`src/rtl/nrisc_pkg.sv`:
```
// Shared nRISC definitions: PC sequencer states
// and default datapath widths for the branch unit.
package nrisc_pkg;

    localparam int PC_WIDTH_D     = 8;
    localparam int OFF_WIDTH_D    = 5;
    localparam int RESET_VECTOR_D = 0;

    typedef enum logic [1:0] {
        ST_BOOT   = 2'd0,
        ST_RUN    = 2'd1,
        ST_BUBBLE = 2'd2,
        ST_HALT   = 2'd3
    } pc_state_t;

endpackage

```
`src/rtl/pc_target_calc.sv`:
```
// Combinational next-PC candidates: pc+1 and
// pc+sext(offset), both wrapping modulo 2^PC_WIDTH.
module pc_target_calc #(
    parameter int PC_WIDTH  = 8,
    parameter int OFF_WIDTH = 5
) (
    input  logic [PC_WIDTH-1:0]  i_pc,
    input  logic [OFF_WIDTH-1:0] i_offset,
    output logic [PC_WIDTH-1:0]  o_pc_inc,
    output logic [PC_WIDTH-1:0]  o_pc_br
);

    logic [PC_WIDTH-1:0] w_off_sext;

    // Sign-extend the displacement, then add; carries out are dropped.
    always_comb begin
        w_off_sext = {{(PC_WIDTH-OFF_WIDTH){i_offset[OFF_WIDTH-1]}}, i_offset};
        o_pc_inc   = i_pc + PC_WIDTH'(1);
        o_pc_br    = i_pc + w_off_sext;
    end

endmodule

```
`src/rtl/pc_branch_unit.sv`:
```
// PC sequencer and branch resolution: sequential, jump and BEQ
// paths with a one-cycle bubble on redirect and a sticky halt.
module pc_branch_unit
    import nrisc_pkg::*;
#(
    parameter int PC_WIDTH     = PC_WIDTH_D,
    parameter int OFF_WIDTH    = OFF_WIDTH_D,
    parameter int RESET_VECTOR = RESET_VECTOR_D
) (
    input  logic                 clk,
    input  logic                 reset,
    input  logic                 en,
    input  logic                 is_jump,
    input  logic                 is_beq,
    input  logic                 is_halt,
    input  logic [OFF_WIDTH-1:0] offset,
    input  logic [PC_WIDTH-1:0]  target_reg,
    input  logic                 cond_atual,
    output logic [PC_WIDTH-1:0]  pc,
    output logic                 fetch_valid,
    output logic                 flush,
    output logic                 reset_cond,
    output logic                 halted
);

    pc_state_t           r_state;
    pc_state_t           w_state_nxt;
    logic [PC_WIDTH-1:0] r_pc;
    logic [PC_WIDTH-1:0] w_pc_nxt;
    logic [PC_WIDTH-1:0] w_pc_inc;
    logic [PC_WIDTH-1:0] w_pc_br;
    logic                w_decide;

    pc_target_calc #(
        .PC_WIDTH (PC_WIDTH),
        .OFF_WIDTH(OFF_WIDTH)
    ) u_calc (
        .i_pc    (r_pc),
        .i_offset(offset),
        .o_pc_inc(w_pc_inc),
        .o_pc_br (w_pc_br)
    );

    // State and PC registers; reset wins over everything.
    always_ff @(posedge clk) begin
        if (!reset) begin
            r_state <= ST_BOOT;
            r_pc    <= PC_WIDTH'(RESET_VECTOR);
        end else begin
            r_state <= w_state_nxt;
            r_pc    <= w_pc_nxt;
        end
    end

    // Next state and next PC; decode only matters in RUN with en.
    always_comb begin
        w_state_nxt = r_state;
        w_pc_nxt    = r_pc;
        unique case (r_state)
            ST_BOOT: w_state_nxt = ST_RUN;
            ST_RUN: begin
                if (en) begin
                    if (is_halt) begin
                        w_state_nxt = ST_HALT;
                    end else if (is_jump) begin
                        w_pc_nxt    = target_reg;
                        w_state_nxt = ST_BUBBLE;
                    end else if (is_beq && cond_atual) begin
                        w_pc_nxt    = w_pc_br;
                        w_state_nxt = ST_BUBBLE;
                    end else begin
                        w_pc_nxt    = w_pc_inc;
                    end
                end
            end
            ST_BUBBLE: begin
                if (en) w_state_nxt = ST_RUN;
            end
            ST_HALT: w_state_nxt = ST_HALT;
            default: w_state_nxt = ST_BOOT;
        endcase
    end

    // Output decode; the pulses are suppressed while reset is asserted.
    always_comb begin
        w_decide    = reset && en && (r_state == ST_RUN) && !is_halt;
        flush       = w_decide && (is_jump || (is_beq && cond_atual));
        reset_cond  = w_decide && !is_jump && is_beq;
        fetch_valid = (r_state == ST_RUN);
        halted      = (r_state == ST_HALT);
        pc          = r_pc;
    end

endmodule

```
`config.mk`:
```
export PLATFORM = sky130hd
export DESIGN_NAME = pc_branch_unit
export DESIGN_NICKNAME = d
export VERILOG_FILES = /design/src/rtl/nrisc_pkg.sv /design/src/rtl/pc_target_calc.sv /design/src/rtl/pc_branch_unit.sv
export SDC_FILE = /design/constraint.sdc
export NUM_CORES = 1
export LEC_CHECK = 0
export ABC_AREA = 1
export CAP_MARGIN = 10
export CORE_UTILIZATION = 35
export DETAILED_ROUTE_END_ITERATION = 6
export GPL_TIMING_DRIVEN = 1
export PLACE_DENSITY = 0.65
export SYNTH_ARGS = -nofsm -noshare
export SYNTH_HDL_FRONTEND = slang
export SYNTH_HIERARCHICAL = 1
export SYNTH_SLANG_ARGS = --single-unit
```
`constraint.sdc`:
```
create_clock -name clk -period 2.3 [get_ports clk]
set_input_delay 0.46 -clock clk [delete_from_list [all_inputs] [get_ports clk]]
set_output_delay 0.46 -clock clk [all_outputs]
set_load 0.01 [all_outputs]
```
### Word-level counts from Yosys, hierarchy flattened

Cells that the tools add are included.

* register bits after elaboration: 10

* $add $sub $neg: 2
* eq/ne operators: 6
* mux-type cells: 8
* bitwise logic cells: 1
* reduce and logical (&&, ||, !) cells: 13

Operators by type and width (count)
* $mux W8: 2
* $mux W2: 5
* $add A8 B1 Y8 const B: 1
* $add A8 B8 Y8: 1
* $pmux W2 S4: 1
* $logic_and A1 B1 Y1: 7
* $reduce_and A3 Y1: 2
* $eq A2 B2 Y1 const B: 2
* $ne A2 B2 Y1 const B: 2
* $ne A4 B3 Y1 const B: 1
* $eq A2 B1 Y1 const B: 1
* $logic_not A1 Y1: 2
* $logic_not A2 Y1: 1
* $logic_or A1 B1 Y1: 1
* $not A1 Y1: 1

### Depth between registers and ports, before layout

Gate-level depths: netlist (run 1).

* word-level depth: 6
* gate-level depth with buffers: 12
* depth with buffers taken out: 12

### Hierarchy

The synthesis (run 1) kept the hierarchy.

By module, submodules not included
* pc_branch_unit: instances 1, cells each 128, area each 726.9 µm², seq. area each 200.2 µm²
* pc_target_calc: instances 1, cells each 74, area each 461.7 µm², seq. area each 0.0 µm²

### Worst setup path before layout (run 1)

OpenSTA, ideal clock, no wires.

* kind: in2reg
* start point: in offset[0]
* end point: reg r_pc[6] (netlist: pc[6])
* arrival time: 1.690 ns
* required time: 2.191 ns
* slack: 0.501 ns
* stages on the path: 12
* path buffers: 0
* cell sequence: ha_1 fa_1 nand2_1 nand2_1 nand3b_1 nand2_1 nand2_1 nand2_1 o211ai_1 nand2_1 nand2_1 inv_1

* cells in the longest elaborated chain, start to end: 3

RTL lines
* start, declared: RTL line pc_branch_unit.sv:16 `input logic [OFF_WIDTH-1:0] offset,`
* $add A8 B8 Y8: RTL line pc_target_calc.sv:19 `o_pc_br = i_pc + w_off_sext;`
* via w_pc_br[6]: RTL line pc_branch_unit.sv:31 `logic [PC_WIDTH-1:0] w_pc_br;`
* $mux W8: RTL line pc_branch_unit.sv:68 `end else if (is_beq && cond_atual) begin`
* $mux W8: RTL line pc_branch_unit.sv:65 `end else if (is_jump) begin`
* end signal, assigned: RTL line pc_branch_unit.sv:48 `r_pc <= PC_WIDTH'(RESET_VECTOR);`
* end signal, assigned: RTL line pc_branch_unit.sv:51 `r_pc <= w_pc_nxt;`
* end, declared: RTL line pc_branch_unit.sv:28 `logic [PC_WIDTH-1:0] r_pc;`

The timed path passes the listed nets, and every way through them passes these cells.
A chain may end at the register's enable or synchronous reset.

### Worst setup path in the final report (run 1)

* start point: in is_halt
* end point: out reset_cond

* cells in the longest elaborated chain, start to end: 4

RTL lines
* start, declared: RTL line pc_branch_unit.sv:15 `input logic is_halt,`
* $logic_not A1 Y1: RTL line pc_branch_unit.sv:86 `w_decide = reset && en && (r_state == ST_RUN) && !is_halt;`
* $logic_and A1 B1 Y1: RTL line pc_branch_unit.sv:86
* $logic_and A1 B1 Y1 (2 in series): RTL line pc_branch_unit.sv:88 `reset_cond = w_decide && !is_jump && is_beq;`
* end, declared: RTL line pc_branch_unit.sv:22 `output logic reset_cond,`

Every way passes these cells.

==> impl_summary.txt, run 1 <==
----------------------------------------------------
[Timing]
  Largest clock skew in the final design ... roughly 0.0034 ns
  Rel. slew slack ... approximately 80%
  Number of pins with negative max-slew slack in the final report ... 0
  Final setup margin ... between 0.1 and 0.15 ns
  Share of the cycle needed by the critical path after routing ... between 90% and 100%
  Total of endpoints with negative setup slack in the final report ... 0
  Minimum clock period after layout ... ~2.2 ns
  Fmax ... about 0.46 GHz
  Pin slew with the least headroom to its limit ... between 0.3 and 0.4 ns
  Final hold slack ... 0.5238 ns
  RSZ-0062 raised after global routing ... false
  Final Hold Violating Endpoints ... 0

[Setup path]
  Setup slack, reg-to-reg ... about 0.38 ns
  CP Max Fanout ... 2
  Data arrival at the endpoint of the critical path ... between 1.5 and 2 ns
  Endpoint of the worst register-to-register path ... pc[6]$_SDFFE_PN0P_
  Critical path origin ... is_halt
  Crit-path most repeated cell ... clkdlybuf4s50_1
  Origin of the critical flop-to-flop path ... pc[0]$_SDFFE_PN0P_
  Max stage delay on crit path ... around 0.54 ns
  Kind of end point of the critical path ... primary output
  Critical path capture point ... reset_cond
  Cell-by-cell trace of the critical path ... clkdlybuf4s50_1 -> inv_1 -> nand4_1 -> nor2_1 -> clkdlybuf4s50_1
  Type of the setup path with the least slack ... primary input to primary output
  Crit start category ... primary input
  Depth of the most critical reg-to-reg path ... 12
  Library cell contributing the largest single delay on the critical path ... clkdlybuf4s50_1
  Required @ worst endpoint ... approximately 1.8 ns

[Logic synthesis]
  Instance count of the mapped netlist ... 202
  Largest family of logic cells by synthesized area ... simple AND/OR/NAND/NOR gates
  Simple logic cell fraction of the synthesized area ... 37.16%
  Synthesized-area fraction occupied by ao, oa, aoi and oai cells ... about a tenth
  Post-synthesis share of cell area spent on full adders, half adders and majority gates ... 10.11%
  Area share of the largest cell type after synthesis ... a little over a fifth
  Synth Area in XOR/XNOR ... under 10%
  Cell taking the most area after synthesis ... nand2_1
  Cell area after synthesis ... ~0.0012 sq mm
  Count of distinct cell types in the synthesized netlist ... 25
  Total of warnings raised by yosys ... 6
  Number of nets produced by synthesis ... between 200 and 250
  Syn_area_per_cell ... approximately 5.9 sq um
  Most area-consuming cells after synthesis ... nand2_1, dfxtp_1, inv_1, ha_1, o211ai_1
  Post-synthesis register bit count ... 10
  Portion of the post-synthesis area used by sequential elements ... 16.84%
  Share of synthesized area spent on multiplexers ... 0%

[Cells and area]
  Fraction of final layout cells sized beyond drive strength 1 ... approximately 8.8%
  NumNets Final ... between 200 and 300
  Area Growth Syn to Fin ... 36.00%
  Inserted Diodes ... 0
  Final instance area ... between 0.0015 and 0.002 sq mm

[Routing]
  DR WL/cell ... 9.324 microns
  Count of vias placed by the detailed router ... roughly 1200
  First DRT Iteration DRCs ... 25
  Wire length after detailed routing ... about 2600 microns
  Avg Vias per Cell ... 4.254
  Total DRC errors in the routed layout ... 0
  Number of optimization iterations in the first detailed-route pass ... 4
  Remaining number of nets flagged by the antenna check after routing ... 0

[GRT]
  Maximum number of pins on one net before global-route repair ... 18
  Vias in the first global route ... approximately 1100
  Antenna violations before repair ... 0
  Global-route congestion overflow total ... 0
  First-pass GRT wire length ... 4933 microns
  Total global routing track utilization ... 18.04%

[CTS]
  Buffer depth of the longest clock path ... 2
  TritonCTS clock tree ... built
  Num CTS Buffers ... 3
  Post-CTS Setup Bufs ... 0
  CTS root buffer ... clkbuf_4
  Sinks on Clock Net ... 10
  CTS H-tree depth ... 1
  Insertion delay to the later sink of the worst-skew pair ... between 0.2 and 0.3 ns
  Worst-path clk slew ... about 0.080 ns

[Floorplanning]
  Horiz. Die Dim ... around 60 microns
  Die area ... between 0.003 and 0.004 sq mm
  Number of rows created at floorplan ... 20
  Number of top-level design ports ... 32
  Core area ... roughly 0.0031 sq mm
  Height of the chip ... 60.28 microns
  Initial Util ... a little under two fifths

[Pwr]
  Pwr dens ... around 390 mW/mm^2
  Worst supply voltage drop on vdd ... roughly 0.00027 V
  Lkg Pwr ... about 0.9 nW
  Overall power ... a little over 600 uW

[Placement]
  Area after detailed placement ... roughly 0.0016 sq mm
  Buffers on Ports ... 31
  HPWL after detailed placement ... around 2100 microns
  Worst slack at placement ... -0.06197 ns
  Routability cong. ... 0.7622

[Worst hold path]
  Class of the tightest hold or removal check ... register to register

[Outcome]
  Outcome ... complete, no violations

[Run]
  Reported max-cap violation count ... 0

----------------------------------------------------
## Yosys cell counts, drive strengths merged
| cell | count |
|---|---|
| nand3b | 1 |
| dfxtp | 10 |
| clkinv | 2 |
| xnor2 | 4 |
| nand4 | 2 |
| nand3 | 11 |
| buf | 3 |
| inv | 50 |
| nand2 | 67 |
| o211ai | 8 |
| a21oi | 12 |
| fa | 1 |
| or2 | 1 |
| nor2 | 17 |
| xor2 | 5 |
| ha | 8 |
## cell type report
type	count	area, sq um
Fill cell	348	1511
Multi-Input combinational cell	137	772.0
Timing Repair Buffer	37	357.8
Sequential cell	10	200.2
Inverter	52	195.2
Tap cell	44	55.05
Clock buffer	4	36.28
## how the worst min path moves through the flow
stage                       startpoint                      end  slack, ns  cells after the start
3_3_place_gp   r_state[0]$_SDFFE_PN0P_  r_state[1]$_SDFFE_PN0P_       0.52                      2
2_1_floorplan  r_state[0]$_SDFFE_PN0P_  r_state[1]$_SDFFE_PN0P_       0.49                      2
4_1_cts        r_state[0]$_SDFFE_PN0P_  r_state[1]$_SDFFE_PN0P_       0.53                      2
3_5_place_dp   r_state[0]$_SDFFE_PN0P_  r_state[1]$_SDFFE_PN0P_       0.52                      2
6_report       r_state[0]$_SDFFE_PN0P_  r_state[1]$_SDFFE_PN0P_       0.52                      2
5_1_grt        r_state[0]$_SDFFE_PN0P_  r_state[1]$_SDFFE_PN0P_       0.59                      2
## registers in the layout, summed over array words and instances (netlist names)
register  cells
r_state       2
pc            8
## worst max-delay path, delay by kind of cell
| family | cells | cell delay, ns |
|---|---|---|
| AND/OR/NAND/NOR | 2 | 0.22 |
| buffers and inverters | 3 | 1.04 |
## report_power, final
| part | switching (mW) | total [mW] | internal, mW |
|---|---|---|---|
| clock | 0.0702 | 0.166 | 0.0962 |
| sequential | 0.0221 | 0.210 | 0.188 |
| combinational | 0.125 | 0.247 | 0.122 |
| total | 0.217 | 0.623 | 0.406 |
## stage by stage
step / util, % / cells / TNS (ns)
global placement: 50.44 / 280 / 0
detailed placement: 50.44 / 280 / -0.06197
global route: 51.68 / 284 / 0
CTS: 51.60 / 284 / 0
finish: 51.68 / 284 / 0
floorplan: - / 202 / 0
## kinds of logic (layout without fill, tap and decap cells)
kind of cell | Yosys count | in the layout
buffers and inverters | 55 | 93
DFF | 10 | 10
xor gates and xnor gates | 9 | 9
AOI/OAI and AO/OA | 20 | 20
and+or+nand+nor | 99 | 99
adders and majority gates | 9 | 9
## metal layers
metal	track usage, %	part of all wire [%]
met1	23.99	50
met2	30.61	46
met3	3.680	4.2
met4	1.993	0
met5	0	0
## what timing repair did
| item | in CTS | in global routing |
|---|---|---|
| hold buffers | 0 | 0 |
| resized for setup | 0 | 1 |
| endpoints found under the setup margin | 0 | 1 |
## layout by cell type, fill, tap and decap left out, types with 2 or more instances in the layout
cell type        count
buf_4                6
nand4_1              2
xnor2_1              3
clkinv_1             2
o211ai_1             8
dfxtp_1             10
nand3_1              8
ha_1                 8
nand3_2              2
nor2_1              13
nand2_1             66
xor2_1               5
clkbuf_4             3
a21oi_1             11
inv_1               49
nor2_4               2
nor2_2               2
clkdlybuf4s50_1     30
Power figures use the tool's default switching activity.
==> run 2: changes to the inputs <==
--- a/config.mk
+++ b/config.mk
@@ -11,6 +11,7 @@
 export DETAILED_ROUTE_END_ITERATION = 6
 export GPL_TIMING_DRIVEN = 1
 export PLACE_DENSITY = 0.65
+export SKIP_LAST_GASP = 1
 export SYNTH_ARGS = -nofsm -noshare
 export SYNTH_HDL_FRONTEND = slang
 export SYNTH_HIERARCHICAL = 1
==> results of run 2 <==
Final layout, timing and power as in run 1 (identical DEF).
==> run 3: changes to the inputs <==
--- a/config.mk
+++ b/config.mk
@@ -7,6 +7,7 @@
 export LEC_CHECK = 0
 export ABC_AREA = 1
 export CAP_MARGIN = 10
+export CORE_MARGIN = 2
 export CORE_UTILIZATION = 35
 export DETAILED_ROUTE_END_ITERATION = 6
 export GPL_TIMING_DRIVEN = 1
==> impl_summary.txt, run 3 (synthesis results as in run 1) <==
----------------------------------------------------
[Outcome]
  Outcome ... complete, no violations (unchanged)

[GRT]
  Global-route congestion overflow total ... 0 (unchanged)
  Vias in the first global route ... 1057 (was 1146)
  Maximum number of pins on one net before global-route repair ... 18 (unchanged)
  First-pass GRT wire length ... 4422 microns (was 4933 microns)
  Antenna violations before repair ... 0 (unchanged)
  Total global routing track utilization ... 13.71% (was 18.04%)

[Placement]
  Routability cong. ... 0.7732 (was 0.7622)
  Worst slack at placement ... -0.01726 ns (was -0.06197 ns)
  HPWL after detailed placement ... 2023 microns (was 2096 microns)
  Buffers on Ports ... 31 (unchanged)

[Setup path]
  Required @ worst endpoint ... 1.84 ns (about the same)
  Origin of the critical flop-to-flop path ... pc[0]$_SDFFE_PN0P_ (unchanged)
  Endpoint of the worst register-to-register path ... pc[6]$_SDFFE_PN0P_ (unchanged)
  CP Max Fanout ... 2 (unchanged)
  Type of the setup path with the least slack ... primary input to primary output (unchanged)
  Kind of end point of the critical path ... primary output (unchanged)
  Depth of the most critical reg-to-reg path ... 12 (unchanged)
  Data arrival at the endpoint of the critical path ... 1.70 ns (was 1.71 ns)
  Setup slack, reg-to-reg ... 0.45 ns (was 0.38 ns)
  Crit start category ... primary input (unchanged)

[Cells and area]
  Commonest cells after routing, fill and taps aside ... nand2_1, inv_1, clkdlybuf4s50_1, nor2_1, a21oi_1 (unchanged)
  Most frequent standard cell in the layout excluding fill and tap cells ... nand2_1 (unchanged)
  NumNets Final ... 270 (unchanged)
  Inserted Diodes ... 0 (unchanged)
  Fraction of final layout cells sized beyond drive strength 1 ... 8.750% (unchanged)
  Filler cell count in the final layout ... 358 (was 348)
  Max FFs per register ... 8 (unchanged)
  Area Growth Syn to Fin ... 36.21% (was 36.00%)
  Finished Core Util ... 48.90% (was 51.68%)

[Timing]
  Minimum clock period after layout ... 2.161 ns (was 2.168 ns)
  Fmax ... 0.4627 GHz (was 0.4612 GHz)
  RSZ-0062 raised after global routing ... false (unchanged)
  Largest clock skew in the final design ... 0.004702 ns (was 0.003382 ns)
  Rel. slew slack ... 81.30% (was 79.96%)
  Final Hold Violating Endpoints ... 0 (unchanged)
  Share of the cycle needed by the critical path after routing ... 93.96% (was 94.27%)
  Final setup margin ... 0.1390 ns (was 0.1317 ns)
  Pin slew with the least headroom to its limit ... 0.2788 ns (was 0.3002 ns)
  Number of pins with negative max-slew slack in the final report ... 0 (unchanged)
  Total of endpoints with negative setup slack in the final report ... 0 (unchanged)

[Floorplanning]
  Initial Util ... 35.90% (was 38.00%)
  Die area ... 0.003878 sq mm (was 0.003633 sq mm)
  Horiz. Die Dim ... 62.28 microns (was 60.28 microns)
  Number of rows created at floorplan ... 21 (was 20)
  Number of top-level design ports ... 32 (unchanged)
  Core area ... 0.003311 sq mm (was 0.003128 sq mm)
  Height of the chip ... 62.28 microns (was 60.28 microns)

[Routing]
  Avg Vias per Cell ... 4.248 (was 4.254)
  Count of vias placed by the detailed router ... 1215 (was 1208)
  Number of optimization iterations in the first detailed-route pass ... 4 (unchanged)
  Remaining number of nets flagged by the antenna check after routing ... 0 (unchanged)
  Total DRC errors in the routed layout ... 0 (unchanged)
  First DRT Iteration DRCs ... 31 (was 25)
  Wire length after detailed routing ... 2575 microns (was 2648 microns)
  DR WL/cell ... 9.003 microns (was 9.324 microns)

[Pwr]
  Switching power summed over all nets ... 216.2 uW (was 216.8 uW)
  Power share of the clock group ... 26.6% (was 26.7%)
  Pwr dens ... 384.0 mW/mm^2 (was 385.2 mW/mm^2)
  Fraction of power consumed by combinational cells ... 39.7% (was 39.6%)
  Lkg Pwr ... 0.9024 nW (unchanged)
  Overall power ... 621.7 uW (was 622.8 uW)
  Share of total power in sequential cells ... 33.7% (about the same)
  Switching part of the total ... 34.78% (was 34.82%)
  Worst supply voltage drop on vdd ... 0.0002105 V (was 0.0002731 V)
  Internal ... 405.5 uW (was 405.9 uW)

[Run]
  Reported max-cap violation count ... 0 (unchanged)

[Worst hold path]
  Class of the tightest hold or removal check ... register to register (unchanged)
  Startpoint of the lowest-slack hold path ... r_state[0]$_SDFFE_PN0P_ (unchanged)
  Number of stages on the worst hold path ... 2 (unchanged)
  WHS Endpoint ... r_state[1]$_SDFFE_PN0P_ (unchanged)

[CTS]
  CTS H-tree depth ... 1 (unchanged)
  Worst-path clk slew ... 0.08 ns (about the same)
  Number of gates resized after cts ... 0 (unchanged)
  TritonCTS clock tree ... built (unchanged)
  Post-CTS Setup Bufs ... 0 (unchanged)
  Quantity of hold-fixing buffers added after cts ... 0 (unchanged)
  CTS root buffer ... clkbuf_4 (unchanged)
  Buffer depth of the longest clock path ... 2 (unchanged)
  Insertion delay to the later sink of the worst-skew pair ... 0.26 ns (was 0.27 ns)
  Sinks on Clock Net ... 10 (unchanged)
  Num CTS Buffers ... 3 (unchanged)

----------------------------------------------------
## run 3: per-layer routing
| metal | vias to the layer above | part of all wire (%) | global-route usage [%] |
|---|---|---|---|
| met1 | 499 | 52 | 19.38 |
| met2 | 26 | 42 | 22.01 |
| li1 | 688 | - | - |
| met5 | - | 0 | 0 |
| met4 | 0 | 0.31 | 2.500 |
| met3 | 2 | 4.8 | 2.536 |
## run 3: final cells by class
type	count	area, sq um	area share (%)
Tap cell	46	57.56	3.555
Sequential cell	10	200.2	12.36
Timing Repair Buffer	37	357.8	22.10
Inverter	52	195.2	12.06
Multi-Input combinational cell	137	772.0	47.68
Clock buffer	4	36.28	2.241
## run 3: stage by stage
stage	area, sq um	hold slack (ns)	TNS [ns]	cells
finish	1619	0.5343	0	286
global route	1619	0.5502	0	286
CTS	1617	0.5319	0	286
detailed placement	1580	0.5155	-0.01726	282
global placement	1580	0.5233	0	282
floorplan	1189	0.4903	0	202
## run 3: worst max path at each step
stage              start                 end  slack, ns  cells past startpoint
2_1_floorplan  offset[0]  pc[6]$_SDFFE_PN0P_       0.50                     12
3_3_place_gp   offset[0]  pc[6]$_SDFFE_PN0P_      0.004                     13
3_5_place_dp   offset[0]  pc[6]$_SDFFE_PN0P_      -0.02                     13
4_1_cts          is_halt               flush       0.09                      5
5_1_grt          is_halt          reset_cond       0.01                      5
6_report         is_halt          reset_cond       0.14                      5
## run 3: power by group through the flow
stage / clock network (mW) / logic [mW] / registers, mW
2_1_floorplan: 0 / 0.148 / 0.214
3_3_place_gp: 0 / 0.244 / 0.214
3_5_place_dp: 0 / 0.245 / 0.214
4_1_cts: 0.166 / 0.248 / 0.210
5_1_grt: 0.171 / 0.278 / 0.212
6_report: 0.165 / 0.247 / 0.210
## run 3: worst max-delay path, stage by stage
cell and delay [ns]:
clkdlybuf4s50_1 0.42, inv_1 0.08, nand4_1 0.10, nor2_1 0.10, clkdlybuf4s50_1 0.54
